File: src/rtl/tm_sequencer_if.sv
// tm_sequencer_if: control bus between the button sequencer and the Turing machine core.
// The master side (sequencer) drives clear/write/step and observes the core's halt flag.
interface tm_sequencer_if #(
    parameter int DATA_W = 4,
    parameter int ADDR_W = 6
);
    logic              tm_halted;
    logic              tm_clear;
    logic              tm_wr_en;
    logic [ADDR_W-1:0] tm_wr_addr;
    logic [DATA_W-1:0] tm_wr_data;
    logic              tm_step;

    modport master (
        input  tm_halted,
        output tm_clear,
        output tm_wr_en,
        output tm_wr_addr,
        output tm_wr_data,
        output tm_step
    );

    modport slave (
        output tm_halted,
        input  tm_clear,
        input  tm_wr_en,
        input  tm_wr_addr,
        input  tm_wr_data,
        input  tm_step
    );
endinterface

File: src/rtl/tm_sequencer.sv
// tm_sequencer: button-driven tape loader and run controller for a Turing machine core.
// Build macro TM_SEQ_SINGLE_STEP_EN: when defined, RUN advances one step per next_in press.
module tm_sequencer #(
    parameter int DATA_W    = 4,
    parameter int TAPE_LEN  = 64,
    parameter int MAX_STEPS = 1000,
    localparam int ADDR_W   = $clog2(TAPE_LEN),
    localparam int STEP_W   = 10
) (
    input  logic              clock,
    input  logic              reset_n,
    input  logic [DATA_W-1:0] data_in,
    input  logic              next_in,
    input  logic              done_in,
    tm_sequencer_if.master    tm,
    output logic              busy,
    output logic              compute_done,
    output logic              timeout,
    output logic [STEP_W-1:0] step_count
);

    typedef enum logic [2:0] {
        ST_IDLE    = 3'd0,
        ST_LOAD    = 3'd1,
        ST_RUN     = 3'd2,
        ST_HALT    = 3'd3,
        ST_TIMEOUT = 3'd4
    } state_t;

    state_t state_r;
    state_t state_next_s;

    logic [2:0]        next_sync_r;
    logic [2:0]        done_sync_r;
    logic [DATA_W-1:0] data_s1_r;
    logic [DATA_W-1:0] data_s2_r;
    logic [1:0]        vld_r;
    logic              next_arm_r;
    logic              done_arm_r;
    logic              next_ev_r;
    logic              done_ev_r;

    logic              tm_clear_r;
    logic              tm_wr_en_r;
    logic [ADDR_W-1:0] tm_wr_addr_r;
    logic [DATA_W-1:0] tm_wr_data_r;
    logic [ADDR_W-1:0] addr_r;
    logic              full_r;
    logic              wr_pend_r;
    logic              done_pend_r;
    logic [STEP_W-1:0] step_count_r;
    logic              busy_r;
    logic              compute_done_r;
    logic              timeout_r;

    logic              clear_s;
    logic              pend_s;
    logic              wr_s;
    logic              capture_s;
    logic              run_entry_s;
    logic              done_pend_s;
    logic              step_en_s;
    logic              tm_step_s;

`ifdef TM_SEQ_SINGLE_STEP_EN
    assign step_en_s = next_ev_r;
`else
    assign step_en_s = 1'b1;
`endif

    // The clear and write strobe cycles are kept free of steps so the three strobes never overlap
    assign tm_step_s = (state_r == ST_RUN) & ~tm.tm_halted & step_en_s & ~tm_clear_r & ~tm_wr_en_r;

    // Pin synchronizers and rising-edge events; an event needs the pin seen low after reset release
    always_ff @(posedge clock or negedge reset_n) begin
        if (!reset_n) begin
            next_sync_r <= 3'b000;
            done_sync_r <= 3'b000;
            data_s1_r   <= {DATA_W{1'b0}};
            data_s2_r   <= {DATA_W{1'b0}};
            vld_r       <= 2'b00;
            next_arm_r  <= 1'b0;
            done_arm_r  <= 1'b0;
            next_ev_r   <= 1'b0;
            done_ev_r   <= 1'b0;
        end else begin
            next_sync_r <= {next_sync_r[1:0], next_in};
            done_sync_r <= {done_sync_r[1:0], done_in};
            data_s1_r   <= data_in;
            data_s2_r   <= data_s1_r;
            vld_r       <= {vld_r[0], 1'b1};
            next_arm_r  <= next_arm_r | (vld_r[1] & ~next_sync_r[1]);
            done_arm_r  <= done_arm_r | (vld_r[1] & ~done_sync_r[1]);
            next_ev_r   <= next_sync_r[1] & ~next_sync_r[2] & next_arm_r;
            done_ev_r   <= done_sync_r[1] & ~done_sync_r[2] & done_arm_r;
        end
    end

    // State register
    always_ff @(posedge clock or negedge reset_n) begin
        if (!reset_n) begin
            state_r <= ST_IDLE;
        end else begin
            state_r <= state_next_s;
        end
    end

    // Next-state and strobe decisions
    always_comb begin
        state_next_s = state_r;
        clear_s      = 1'b0;
        pend_s       = 1'b0;
        wr_s         = 1'b0;
        capture_s    = 1'b0;
        run_entry_s  = 1'b0;
        done_pend_s  = 1'b0;
        case (state_r)
            ST_IDLE: begin
                if (next_ev_r) begin
                    state_next_s = ST_LOAD;
                    clear_s      = 1'b1;
                    pend_s       = 1'b1;
                    capture_s    = 1'b1;
                end else if (done_ev_r) begin
                    state_next_s = ST_RUN;
                    clear_s      = 1'b1;
                    run_entry_s  = 1'b1;
                end else begin
                    state_next_s = ST_IDLE;
                end
            end
            ST_LOAD: begin
                wr_s      = ~full_r & (wr_pend_r | next_ev_r);
                capture_s = ~full_r & ~wr_pend_r & next_ev_r;
                // A done arriving with a write defers RUN by one cycle so the write lands first
                if ((done_ev_r | done_pend_r) & wr_s) begin
                    done_pend_s = 1'b1;
                end else if (done_ev_r | done_pend_r) begin
                    state_next_s = ST_RUN;
                    run_entry_s  = 1'b1;
                end else begin
                    state_next_s = ST_LOAD;
                end
            end
            ST_RUN: begin
                if (done_ev_r) begin
                    state_next_s = ST_IDLE;
                end else if (tm_clear_r) begin
                    state_next_s = ST_RUN;
                end else if (tm.tm_halted) begin
                    state_next_s = ST_HALT;
                end else if (tm_step_s && (step_count_r == STEP_W'(MAX_STEPS - 1))) begin
                    state_next_s = ST_TIMEOUT;
                end else begin
                    state_next_s = ST_RUN;
                end
            end
            ST_HALT, ST_TIMEOUT: begin
                if (done_ev_r) begin
                    state_next_s = ST_IDLE;
                end else begin
                    state_next_s = state_r;
                end
            end
            default: begin
                state_next_s = ST_IDLE;
            end
        endcase
    end

    // Tape pointer, write strobe, step counter and registered status outputs
    always_ff @(posedge clock or negedge reset_n) begin
        if (!reset_n) begin
            tm_clear_r     <= 1'b0;
            tm_wr_en_r     <= 1'b0;
            tm_wr_addr_r   <= {ADDR_W{1'b0}};
            tm_wr_data_r   <= {DATA_W{1'b0}};
            addr_r         <= {ADDR_W{1'b0}};
            full_r         <= 1'b0;
            wr_pend_r      <= 1'b0;
            done_pend_r    <= 1'b0;
            step_count_r   <= {STEP_W{1'b0}};
            busy_r         <= 1'b0;
            compute_done_r <= 1'b0;
            timeout_r      <= 1'b0;
        end else begin
            tm_clear_r  <= clear_s;
            tm_wr_en_r  <= wr_s;
            wr_pend_r   <= pend_s;
            done_pend_r <= done_pend_s;
            if (capture_s) begin
                tm_wr_data_r <= data_s2_r;
            end
            // The pointer saturates on the last cell rather than wrapping
            if (pend_s) begin
                addr_r <= {ADDR_W{1'b0}};
                full_r <= 1'b0;
            end else if (wr_s) begin
                tm_wr_addr_r <= addr_r;
                if (addr_r == ADDR_W'(TAPE_LEN - 1)) begin
                    full_r <= 1'b1;
                end else begin
                    addr_r <= addr_r + ADDR_W'(1);
                end
            end
            if (run_entry_s) begin
                step_count_r <= {STEP_W{1'b0}};
            end else if (tm_step_s) begin
                step_count_r <= step_count_r + STEP_W'(1);
            end
            busy_r         <= (state_next_s == ST_LOAD) | (state_next_s == ST_RUN);
            compute_done_r <= (state_next_s == ST_HALT);
            timeout_r      <= (state_next_s == ST_TIMEOUT);
        end
    end

    assign tm.tm_clear    = tm_clear_r;
    assign tm.tm_wr_en    = tm_wr_en_r;
    assign tm.tm_wr_addr  = tm_wr_addr_r;
    assign tm.tm_wr_data  = tm_wr_data_r;
    assign tm.tm_step     = tm_step_s;
    assign busy           = busy_r;
    assign compute_done   = compute_done_r;
    assign timeout        = timeout_r;
    assign step_count     = step_count_r;

endmodule

File: src/flat_wrapper.sv
// flat-port wrapper written by rule: the top's interface ports become plain ports
module tm_sequencer_flat 
#(
    parameter int DATA_W    = 4,
    parameter int TAPE_LEN  = 64,
    parameter int MAX_STEPS = 1000,
    localparam int ADDR_W   = $clog2(TAPE_LEN),
    localparam int STEP_W   = 10
)
  (clock, reset_n, data_in, next_in, done_in, busy, compute_done, timeout, step_count, tm_tm_halted, tm_tm_clear, tm_tm_wr_en, tm_tm_wr_addr, tm_tm_wr_data, tm_tm_step);
  tm_sequencer_if #(.DATA_W(DATA_W), .ADDR_W((6))) tm_i ();
  input  logic clock;
  input  logic reset_n;
  input  logic [DATA_W-1:0] data_in;
  input  logic next_in;
  input  logic done_in;
  output logic busy;
  output logic compute_done;
  output logic timeout;
  output logic [STEP_W-1:0] step_count;
  input wire logic [$bits(tm_i.tm_halted)-1:0] tm_tm_halted;
  output wire logic [$bits(tm_i.tm_clear)-1:0] tm_tm_clear;
  output wire logic [$bits(tm_i.tm_wr_en)-1:0] tm_tm_wr_en;
  output wire logic [$bits(tm_i.tm_wr_addr)-1:0] tm_tm_wr_addr;
  output wire logic [$bits(tm_i.tm_wr_data)-1:0] tm_tm_wr_data;
  output wire logic [$bits(tm_i.tm_step)-1:0] tm_tm_step;
  assign tm_i.tm_halted = tm_tm_halted;
  assign tm_tm_clear = tm_i.tm_clear;
  assign tm_tm_wr_en = tm_i.tm_wr_en;
  assign tm_tm_wr_addr = tm_i.tm_wr_addr;
  assign tm_tm_wr_data = tm_i.tm_wr_data;
  assign tm_tm_step = tm_i.tm_step;
  tm_sequencer #(.DATA_W(DATA_W), .TAPE_LEN(TAPE_LEN), .MAX_STEPS(MAX_STEPS)) u_core (.clock(clock), .reset_n(reset_n), .data_in(data_in), .next_in(next_in), .done_in(done_in), .tm(tm_i), .busy(busy), .compute_done(compute_done), .timeout(timeout), .step_count(step_count));
endmodule
File: config.mk
export PLATFORM = sky130hd
export DESIGN_NAME = tm_sequencer_flat
export DESIGN_NICKNAME = d
export VERILOG_FILES = /design/src/rtl/tm_sequencer_if.sv /design/src/rtl/tm_sequencer.sv /design/src/flat_wrapper.sv
export SDC_FILE = /design/constraint.sdc
export NUM_CORES = 1
export LEC_CHECK = 0
export CAP_MARGIN = 20
export CORE_MARGIN = 4
export CORE_UTILIZATION = 40
export CTS_BUF_LIST = sky130_fd_sc_hd__clkbuf_4
export DETAILED_ROUTE_END_ITERATION = 12
export GPL_TIMING_DRIVEN = 0
export HOLD_SLACK_MARGIN = 0.03
export PLACE_DENSITY = 0.59
export REMOVE_ABC_BUFFERS = 1
export SLEW_MARGIN = 30
export SYNTH_ARGS = -nofsm -noshare
export SYNTH_HDL_FRONTEND = slang
export SYNTH_SLANG_ARGS = --single-unit
File: constraint.sdc
create_clock -name clock -period 1.85 [get_ports clock]
set_input_delay 0.185 -clock clock [delete_from_list [all_inputs] [get_ports clock]]
set_output_delay 0.185 -clock clock [all_outputs]
set_load 0.005 [all_outputs]
==> results of run 1 <==
[placed cells by master (no fill, tap or decap), types with 2 or more instances in the layout]
cell,count
xor2_1,5
dfrtp_1,54
dfrtp_2,3
and4_1,2
o31ai_1,5
nor2_1,10
nand2_1,9
inv_1,11
clkinv_2,5
nor2b_1,2
mux2_2,10
or3_1,6
o41ai_1,2
a21oi_1,11
bufinv_16,2
and3_1,2
clkbuf_4,9
ha_1,2
or4_1,4
buf_4,7
clkdlybuf4s50_1,32
nor3b_1,2
a21o_1,2
o21ai_0,7
nand4_1,4
nand3_1,9
[what timing repair did]
| item | 4_1_cts | 5_1_grt |
|---|---|---|
| hold buffers | 1 | 0 |
| gates resized for setup | 6 | 3 |
| endpoints found under the hold margin | 57 | 0 |
| setup endpoints to repair | 5 | 11 |
| buffers inserted | 5 | 1 |
| pin swaps | 3 | 0 |
[flip-flops by register name, indices dropped and copies added, names as in the netlist, 2 cells and up]
signal / count
u_core.step_count: 10
u_core.addr_r: 6
u_core.tm.tm_wr_addr: 6
u_core.data_s1_r: 4
u_core.data_s2_r: 4
u_core.tm.tm_wr_data: 4
u_core.done_sync_r: 3
u_core.next_sync_r: 3
u_core.state_r: 3
u_core.vld_r: 2
[power by group]
group	switching, W	internal [W]
Sequential	0.000153	0.00144
Clock	0.000446	0.000536
Combinational	0.000379	0.000506
[worst reg2reg max path, delay by kind of cell (launching register included)]
kind                   cells  cell delay [ns]
AO/OA/AOI/OAI              2             0.30
flip-flops                 1             0.50
AND/OR/NAND/NOR            2             0.69
buffers and inverters      1             0.17
[routing by layer]
| metal | global-route usage (%) | vias to the layer above | wire length, um |
|---|---|---|---|
| met3 | 4.76 | 10 | 199 |
| li1 | - | 771 | - |
| met4 | 6.69 | 0 | 61 |
| met5 | 0 | - | 0 |
| met1 | 16.1 | 749 | 1860 |
| met2 | 19.5 | 33 | 1920 |
[per-stage QoR]
step,TNS (ns),utilization [%],std cells,hold WS (ns),power [W]
after global placement,-81.54,48.4,288,0.332,0.00239
after detailed placement,-1.10,49.4,291,0.0441,0.00242
after global routing,0,53.7,314,0.149,0.00368
final,0,53.7,314,0.166,0.00346
after CTS,0,53.4,313,0.134,0.00350
after floorplan,-0.642,-,182,-0.111,0.00199
[kinds of logic (layout without fill, tap and decap cells)]
kind of cell | Yosys count | after routing | synth area share, %
flops | 57 | 57 | 63.2
other cells | 1 | 1 | 0.166
fa+ha+maj | 2 | 2 | 1.11
mux | 11 | 11 | 5.43
compound gates | 35 | 35 | 9.97
buf+inv | 16 | 71 | 2.88
simple gates | 60 | 60 | 15.3
xor+xnor | 5 | 5 | 1.94
[worst min-delay path by stage]
stage | from | endpoint | slack [ns] | cells after the start
2_1_floorplan | reset_n | u_core.addr_r[0] | -0.11 | 0
3_5_place_dp | reset_n | u_core.compute_done | 0.04 | 1
5_1_grt | reset_n | u_core.timeout | 0.15 | 2
4_1_cts | reset_n | u_core.step_count[6] | 0.13 | 2
6_report | reset_n | u_core.step_count[6] | 0.17 | 2
3_3_place_gp | u_core.vld_r[0] | u_core.vld_r[1] | 0.33 | 0
[layout make-up]
class / count / area share, %
Inverter: 11 / 1.40
Tap cell: 72 / 3.04
Clock inverter: 7 / 2.88
Clock buffer: 9 / 2.28
Sequential cell: 57 / 48.3
Timing Repair Buffer: 44 / 14.7
Multi-Input combinational cell: 114 / 27.4
==> results.sh, run 1 <==
export IMPL_status="complete, no violations"
export IMPL_period_needed_ns=1.72
export IMPL_die_h_um=83.1
export IMPL_synth_top_area_share_pct=63.2
export IMPL_required_ns=2.17
export IMPL_drc=0
export IMPL_fillers=478
export IMPL_worst_hold_path_type="input pin to asynchronous set/reset pin"
export IMPL_rsz0062_at_grt="no"
export IMPL_synthArstFlopShare_pct=100
export IMPL_regArea_mm2=0.00143
export IMPL_path_clk_slew_ns=0.10
export IMPL_first_iter_violations=59
export IMPL_setup_viol=0
export IMPL_finalWirelength_mm=4.04
export IMPL_rr_worst_depth=5
export IMPL_worstSkewPairLatency_ns=0.39
export IMPL_ir_worst_vdd_uv=681
export IMPL_syn_area_mm2=0.00226
export IMPL_nets=248
export IMPL_core_area_mm2=0.00551
export IMPL_criticalPathCategory="flop to flop"
export IMPL_globalplace_congestion=0.735
export IMPL_first_pass_iters=4
export IMPL_place_hpwl_mm=2.66
export IMPL_leakage_nw=1.32
export IMPL_grt_usage_pct=12.9
export IMPL_critPathArrivalTime_ns=2.04
export IMPL_path_depth=5
export IMPL_postLayoutCellArea_mm2=0.00296
export IMPL_root_buffer="clkbuf_4"
export IMPL_period_share_pct=93.0
export IMPL_die_area_mm2=0.00691
export IMPL_max_freq_ghz=0.581
export IMPL_gr_total_overflow=0
export IMPL_finalHoldViolations=0
export IMPL_syn_inst=187
export IMPL_drive_above_1_share_pct=19.0
export IMPL_cts_sinks=57
export IMPL_yosys_warnings=0
export IMPL_maxCapViolCount=0
export IMPL_dp_worst_setup_slack_ns=-0.215
export IMPL_yosysSeqAreaShare_pct=63.2
export IMPL_initial_utilization_pct=41.0
export IMPL_dpl_instance_area_mm2=0.00272
export IMPL_p_per_area_mw_per_mm2=1170
export IMPL_synth_distinct_cells=40
export IMPL_crit_slowest_cell="dfrtp_2"
export IMPL_critPathLaunchType="flop"
export IMPL_cp_endpoint="u_core.addr_r[5]"
export IMPL_rr_endpoint="u_core.addr_r[5]"
export IMPL_antenna_found_initial=0
export IMPL_cts_buffers=9
export IMPL_ys_ff_latch=57
export IMPL_ys_flop_type="dfrtp_1"
export IMPL_crit_path_max_fanout=12
export IMPL_area_delta_synth_final_pct=31.0
export IMPL_grt_max_degree=47
export IMPL_r2r_start="u_core.state_r[2]"
export IMPL_synth_most_common_cell="dfrtp_1"
export IMPL_antenna_cells=0
export IMPL_yosys_top_cells_area="dfrtp_1 (63%), mux2_2 (5.0%), a21oi_1 (2.4%), nand3_1 (2.0%), xor2_1 (1.9%)"
export IMPL_crit_family="simple AND/OR/NAND/NOR gates"
export IMPL_synth_area_per_cell_um2=12.1
export IMPL_end_kind="flop"
export IMPL_via_count=1563
export IMPL_layout_setup_ws_ns=0.129
export IMPL_rows=27
export IMPL_yosysTopAreaCell="dfrtp_1"
export IMPL_pin_count=35
export IMPL_grt_pass1_wl_mm=7.00
export IMPL_viasPerCell=4.98
export IMPL_cp_startpoint="u_core.state_r[2]"
export IMPL_tritoncts="built"
export IMPL_synth_edff_count=0
export IMPL_wl_per_cell_um=12.9
export IMPL_cp_num_buf_inv=1
export IMPL_synthTopCellsByCount="dfrtp_1 (57), a21oi_1 (11), inv_1 (11), nor2_1 (11)"
export IMPL_skew_ns=0.00990
export IMPL_clk_path_buf_depth=2
export IMPL_max_stage_delay_ns=0.50
export IMPL_ant_nets=0
export IMPL_multiInputGateArea_um2=810
export IMPL_io_buffers=34
export IMPL_grt_pass1_vias=1461
export IMPL_htree_num_levels=3
export IMPL_die_x_um=83.1
export IMPL_path_cells="nor2_2 > o2111ai_4 > buf_6 > or4_1 > a21oi_1"
export IMPL_reg2reg_slack_ns=0.13
export IMPL_drv_slew=0
Note: power is estimated with default switching activity, not from simulation.
==> run 2: changes to the inputs <==
Settings changed: TNS_END_PERCENT set to 5.
==> results.sh, run 2 (synthesis gave the netlist of run 1 again) <==
export IMPL_status="complete, no violations"
export IMPL_grt_pass1_vias=1465
export IMPL_postLayoutCellArea_mm2=0.00296
export IMPL_setup_tns_ns=0
export IMPL_clk_path_buf_depth=2
export IMPL_worst_hold_path_type="input pin to asynchronous set/reset pin"
export IMPL_finalHoldViolations=0
export IMPL_globalplace_congestion=0.735
export IMPL_final_cell_mix="dfrtp_1 (54), clkdlybuf4s50_1 (32), inv_1 (11), a21oi_1 (11)"
export IMPL_maxCapViolCount=0
export IMPL_required_ns=2.17
export IMPL_crit_slowest_cell="or4_1"
export IMPL_critPathLaunchType="flop"
export IMPL_drv_slew=0
export IMPL_pin_count=35
export IMPL_grt_pass1_wl_mm=7.00
export IMPL_first_iter_violations=58
export IMPL_gr_total_overflow=0
export IMPL_die_h_um=83.1
export IMPL_antenna_found_initial=0
export IMPL_cp_num_buf_inv=1
export IMPL_worstSkewPairLatency_ns=0.39
export IMPL_max_stage_delay_ns=0.50
export IMPL_viasPerCell=4.97
export IMPL_rsz0062_at_grt="yes"
export IMPL_leakage_nw=1.32
export IMPL_period_needed_ns=1.74
export IMPL_end_kind="flop"
export IMPL_criticalPathCategory="flop to flop"
export IMPL_path_cells="nor2_2 > o2111ai_4 > buf_6 > or4_1 > a21oi_1"
export IMPL_multiInputGateArea_um2=810
export IMPL_nets=248
export IMPL_core_area_mm2=0.00551
export IMPL_ant_nets=0
export IMPL_combPwrFrac_pct=25.7
export IMPL_root_buffer="clkbuf_4"
export IMPL_regArea_mm2=0.00143
export IMPL_grt_usage_pct=12.9
export IMPL_skew_ns=0.00942
export IMPL_die_area_mm2=0.00691
export IMPL_setup_viol=0
export IMPL_path_clk_slew_ns=0.10
export IMPL_period_share_pct=94.3
export IMPL_drc=0
export IMPL_rows=27
export IMPL_cts_sinks=57
export IMPL_max_freq_ghz=0.573
export IMPL_r2r_start="u_core.state_r[2]"
export IMPL_pwr_share_seq_pct=46.0
export IMPL_path_depth=5
export IMPL_drive_above_1_share_pct=19.0
export IMPL_crit_family="simple AND/OR/NAND/NOR gates"
export IMPL_dpl_instance_area_mm2=0.00272
export IMPL_cts_buffers=9
export IMPL_place_hpwl_mm=2.66
export IMPL_initial_utilization_pct=41.0
export IMPL_first_pass_iters=4
export IMPL_reg2reg_slack_ns=0.11
export IMPL_final_common_cell="dfrtp_1"
export IMPL_whs_ns=0.166
export IMPL_htree_num_levels=3
export IMPL_ir_worst_vdd_uv=681
export IMPL_via_count=1560
export IMPL_cp_startpoint="u_core.state_r[2]"
export IMPL_crit_path_max_fanout=12
export IMPL_instances_no_fill=314
export IMPL_tritoncts="built"
export IMPL_p_sw_share_pct=28.2
export IMPL_fillers=477
export IMPL_antenna_cells=0
export IMPL_rr_endpoint="u_core.addr_r[5]"
export IMPL_die_x_um=83.1
export IMPL_dp_cells=291
export IMPL_finalWirelength_mm=4.01
export IMPL_cp_endpoint="u_core.addr_r[5]"
export IMPL_clockPowerShare_pct=28.3
export IMPL_critPathArrivalTime_ns=2.06
export IMPL_area_delta_synth_final_pct=31.0
export IMPL_switchingPower_w=0.000977
export IMPL_wl_per_cell_um=12.8
export IMPL_io_buffers=34
export IMPL_p_per_area_mw_per_mm2=1170
export IMPL_internal_power_w=0.00249
export IMPL_largest_reg_flops=10
export IMPL_grt_max_degree=47
export IMPL_rr_worst_depth=5
run 2: cell counts in the layout (fill, tap and decap cells not counted):
No cell type changed its count.
run 2: metal layers:
metal | up-vias | track usage (%) | share of wire (%) | wire length [um]
met1 | 749 | 16.0 | 46 | 1850
met4 | 0 | 6.69 | 1.6 | 65
met3 | 10 | 4.76 | 4.5 | 182
met5 | - | 0 | 0 | 0
li1 | 774 | - | - | -
met2 | 27 | 19.5 | 48 | 1910
run 2: metrics by stage:
step | utilization [%] | worst slack (ns) | power [W]
after detailed placement | 49.4 | -0.215 | 0.00242
after CTS | 53.3 | 0.000676 | 0.00350
final | 53.7 | 0.106 | 0.00347
after floorplan | - | -0.164 | 0.00199
after global placement | 48.4 | -1.19 | 0.00239
after global routing | 53.7 | -0.00779 | 0.00368
run 2: how the worst min path moves through the flow:
stage          cells past startpoint              endpoint  slack [ns]
6_report                           2  u_core.step_count[6]        0.17
5_1_grt                            2        u_core.timeout        0.15
4_1_cts                            2  u_core.step_count[6]        0.13
3_5_place_dp                       1   u_core.compute_done        0.04
3_3_place_gp                       0       u_core.vld_r[1]        0.33
2_1_floorplan                      0      u_core.addr_r[0]       -0.11
run 2: power by group through the flow:
| stage | clock network (W) | registers [W] | logic [W] |
|---|---|---|---|
| after global placement | 0 | 0.00163 | 0.000755 |
| after CTS | 0.00102 | 0.00160 | 0.000879 |
| after detailed placement | 0 | 0.00164 | 0.000785 |
| final | 0.000981 | 0.00160 | 0.000891 |
| after floorplan | 0 | 0.00161 | 0.000377 |
| after global routing | 0.00108 | 0.00163 | 0.000979 |
run 2: worst register-to-register path, delay by kind of cell, from the launching register on:
| family | cells | cell delay [ns] |
|---|---|---|
| flops | 1 | 0.49 |
| compound gates | 2 | 0.32 |
| buf+inv | 1 | 0.18 |
| simple gates | 2 | 0.68 |
run 2: area by class of cell:
type | count | area share (%)
flip-flops and latches | 57 | 48.3
multi-input cells | 114 | 27.4
repair buffers | 44 | 14.7
well taps | 72 | 3.04
clock inverters | 7 | 2.88
clock buffers | 9 | 2.28
inverters | 11 | 1.40
run 2: repair_timing:
action,in CTS,in global routing
hold buffers,1,0
resized for setup,7,2
pin swaps,3,0
setup buffers,4,2
endpoints found under the setup margin,5,11
hold endpoints to repair,57,0
==> variant (config.mk and constraints of run 1) <==
`DATA_W` is set to 4 in 3 places; all go to 5.
--- a/src/rtl/tm_sequencer_if.sv
+++ b/src/rtl/tm_sequencer_if.sv
@@ -1,7 +1,7 @@
 // tm_sequencer_if: control bus between the button sequencer and the Turing machine core.
 // The master side (sequencer) drives clear/write/step and observes the core's halt flag.
 interface tm_sequencer_if #(
-    parameter int DATA_W = 4,
+    parameter int DATA_W = 5,
     parameter int ADDR_W = 6
 );
     logic              tm_halted;
--- a/src/rtl/tm_sequencer.sv
+++ b/src/rtl/tm_sequencer.sv
@@ -1,7 +1,7 @@
 // tm_sequencer: button-driven tape loader and run controller for a Turing machine core.
 // Build macro TM_SEQ_SINGLE_STEP_EN: when defined, RUN advances one step per next_in press.
 module tm_sequencer #(
-    parameter int DATA_W    = 4,
+    parameter int DATA_W    = 5,
     parameter int TAPE_LEN  = 64,
     parameter int MAX_STEPS = 1000,
     localparam int ADDR_W   = $clog2(TAPE_LEN),
--- a/src/flat_wrapper.sv
+++ b/src/flat_wrapper.sv
@@ -1,7 +1,7 @@
 // flat-port wrapper written by rule: the top's interface ports become plain ports
 module tm_sequencer_flat 
 #(
-    parameter int DATA_W    = 4,
+    parameter int DATA_W    = 5,
     parameter int TAPE_LEN  = 64,
     parameter int MAX_STEPS = 1000,
     localparam int ADDR_W   = $clog2(TAPE_LEN),
Ports: changed (resized data_in and tm_tm_wr_data); port bits go from 35 to 37. The function was not compared with the original's and may differ.
==> variant against run 1 <==
The flow now finishes with violations (setup timing). Die area rose by 2.7%. Total power rose by 8.1%. Sequential cell count rose by 3. Non-clock buffer count rose by 9. Synthesized area rose by 3.0%. Design area rose by 4.9%. Count of clock-buffer cells in the layout rose by 2. Routed wire length rose by 16%. Setup slack got worse by 210 ps. Largest cell class unchanged. Largest power group unchanged.
==> variant: results (changes against run 1) <==
Run status
  • Status: finished, violations left
  • Failing checks: setup timing

Route
  • Routed len/inst: 13.9 um (+8.0%)
  • Vias/cell: 5.00 (+0.45%)

Logic synthesis
  • Synth top area cells: dfrtp_1 (65%), nand2_1 (5.0%), nor2_1 (2.7%)
  • Synthesized instance count: 200 (+7.0%)
  • Commonest cells post-synth: dfrtp_1 (60), nand2_1 (31), nor2_1 (17)
  • Post-synth cell types: 45 (+13%)

Timing
  • Final worst slack: -83.5 ps (-213 ps)
  • Clock Skew: 9.18 ps (-0.720 ps)
  • Final setup violation count: 5 (+5)
  • Fin Setup TNS: -309 ps (-309 ps)

Place
  • DP HPWL: 2.92 mm (+9.6%)
  • Post-Place Cells: 305 (+4.8%)
  • I/O Buffers: 36 (+5.9%)
  • RD Place Congestion: 0.772 (+5.1%)

GRT
  • Grt met3 use: 0.0363 (-0.0113)
  • M1 GR Usage: 0.176 (+0.0148)
  • Largest net degree at the start of global routing: 35 (-26%)
  • Vias in the first global route: 1,686 (+15%)

Cells and area
  • Post-Layout Cell Count: 338 (+7.6%)

Pwr
  • Max rail drop VDD: 0.000456 V (-33%)
  • Total internal power: 0.00262 W (+5.5%)
  • NetSw: 0.00112 W (+15%)

Min path
  • Hold crit path type: in2reg

Setup path
  • R2r endpoint: u_core.addr_r[2]
  • Crit Path Max Fanout: 8 (-4)
  • Crit path DAT: 2260 ps (+220 ps)
  • Worst R2R Start: u_core.state_r[0]
  • Crit-path max cell delay: 430 ps (-70 ps)

Clock tree
  • Post-CTS setup buffer count: 11 (+6)
## variant: cell types whose count changed in the layout (fill, tap and decap cells not counted), sizes merged, moves of 3 or more
cell / run 1 / this run
o31ai: 5 / 2
nor2: 12 / 17
dfrtp: 57 / 60
nand3: 9 / 6
nand2: 10 / 31
mux2: 10 / 5
inv: 11 / 7
buf: 10 / 18
xnor2: 0 / 4
## variant: cells by family (layout without fill, tap and decap cells)
family | after synthesis | count (layout) | share of synthesized area
AO/OA/AOI/OAI | 29 | 29 | 0.0801
adder cells (fa/ha/maj) | 2 | 2 | 0.0108
multiplexers | 6 | 6 | 0.0285
buffers and inverters | 12 | 77 | 0.0264
AND/OR/NAND/NOR | 82 | 83 | 0.177
other | 1 | 1 | 0.00161
flip-flops | 60 | 60 | 0.646
XOR/XNOR | 8 | 8 | 0.0301
## variant: area by class of cell
type | count | area (sq um)
tap | 72 | 90.1
fill | 502 | 2470
clock buffer | 11 | 82.6
sequential | 60 | 1510
multi-input combinational | 129 | 837
inverter | 8 | 31.3
timing repair buffer | 53 | 507
clock inverter | 5 | 52.6
## variant: per-layer routing
layer / routed length [um] / vias to the layer above
met5: 0 / -
li1: - / 826
met3: 203 / 9
met1: 2060 / 821
met4: 74 / 0
met2: 2360 / 34
## variant: how the worst max path moves through the flow
stage / start / endpoint / slack, ps / cells after the start
floorplan: u_core.state_r[0] / u_core.addr_r[3] / -110 / 4
global placement: reset_n / u_core.tm.tm_wr_addr[5] / -1270 / 1
detailed placement: tm_tm_halted / tm_tm_step / -350 / 4
CTS: u_core.state_r[0] / u_core.addr_r[2] / -70 / 6
global route: u_core.state_r[0] / u_core.addr_r[3] / -130 / 5
finish: u_core.state_r[0] / u_core.addr_r[2] / -80 / 6
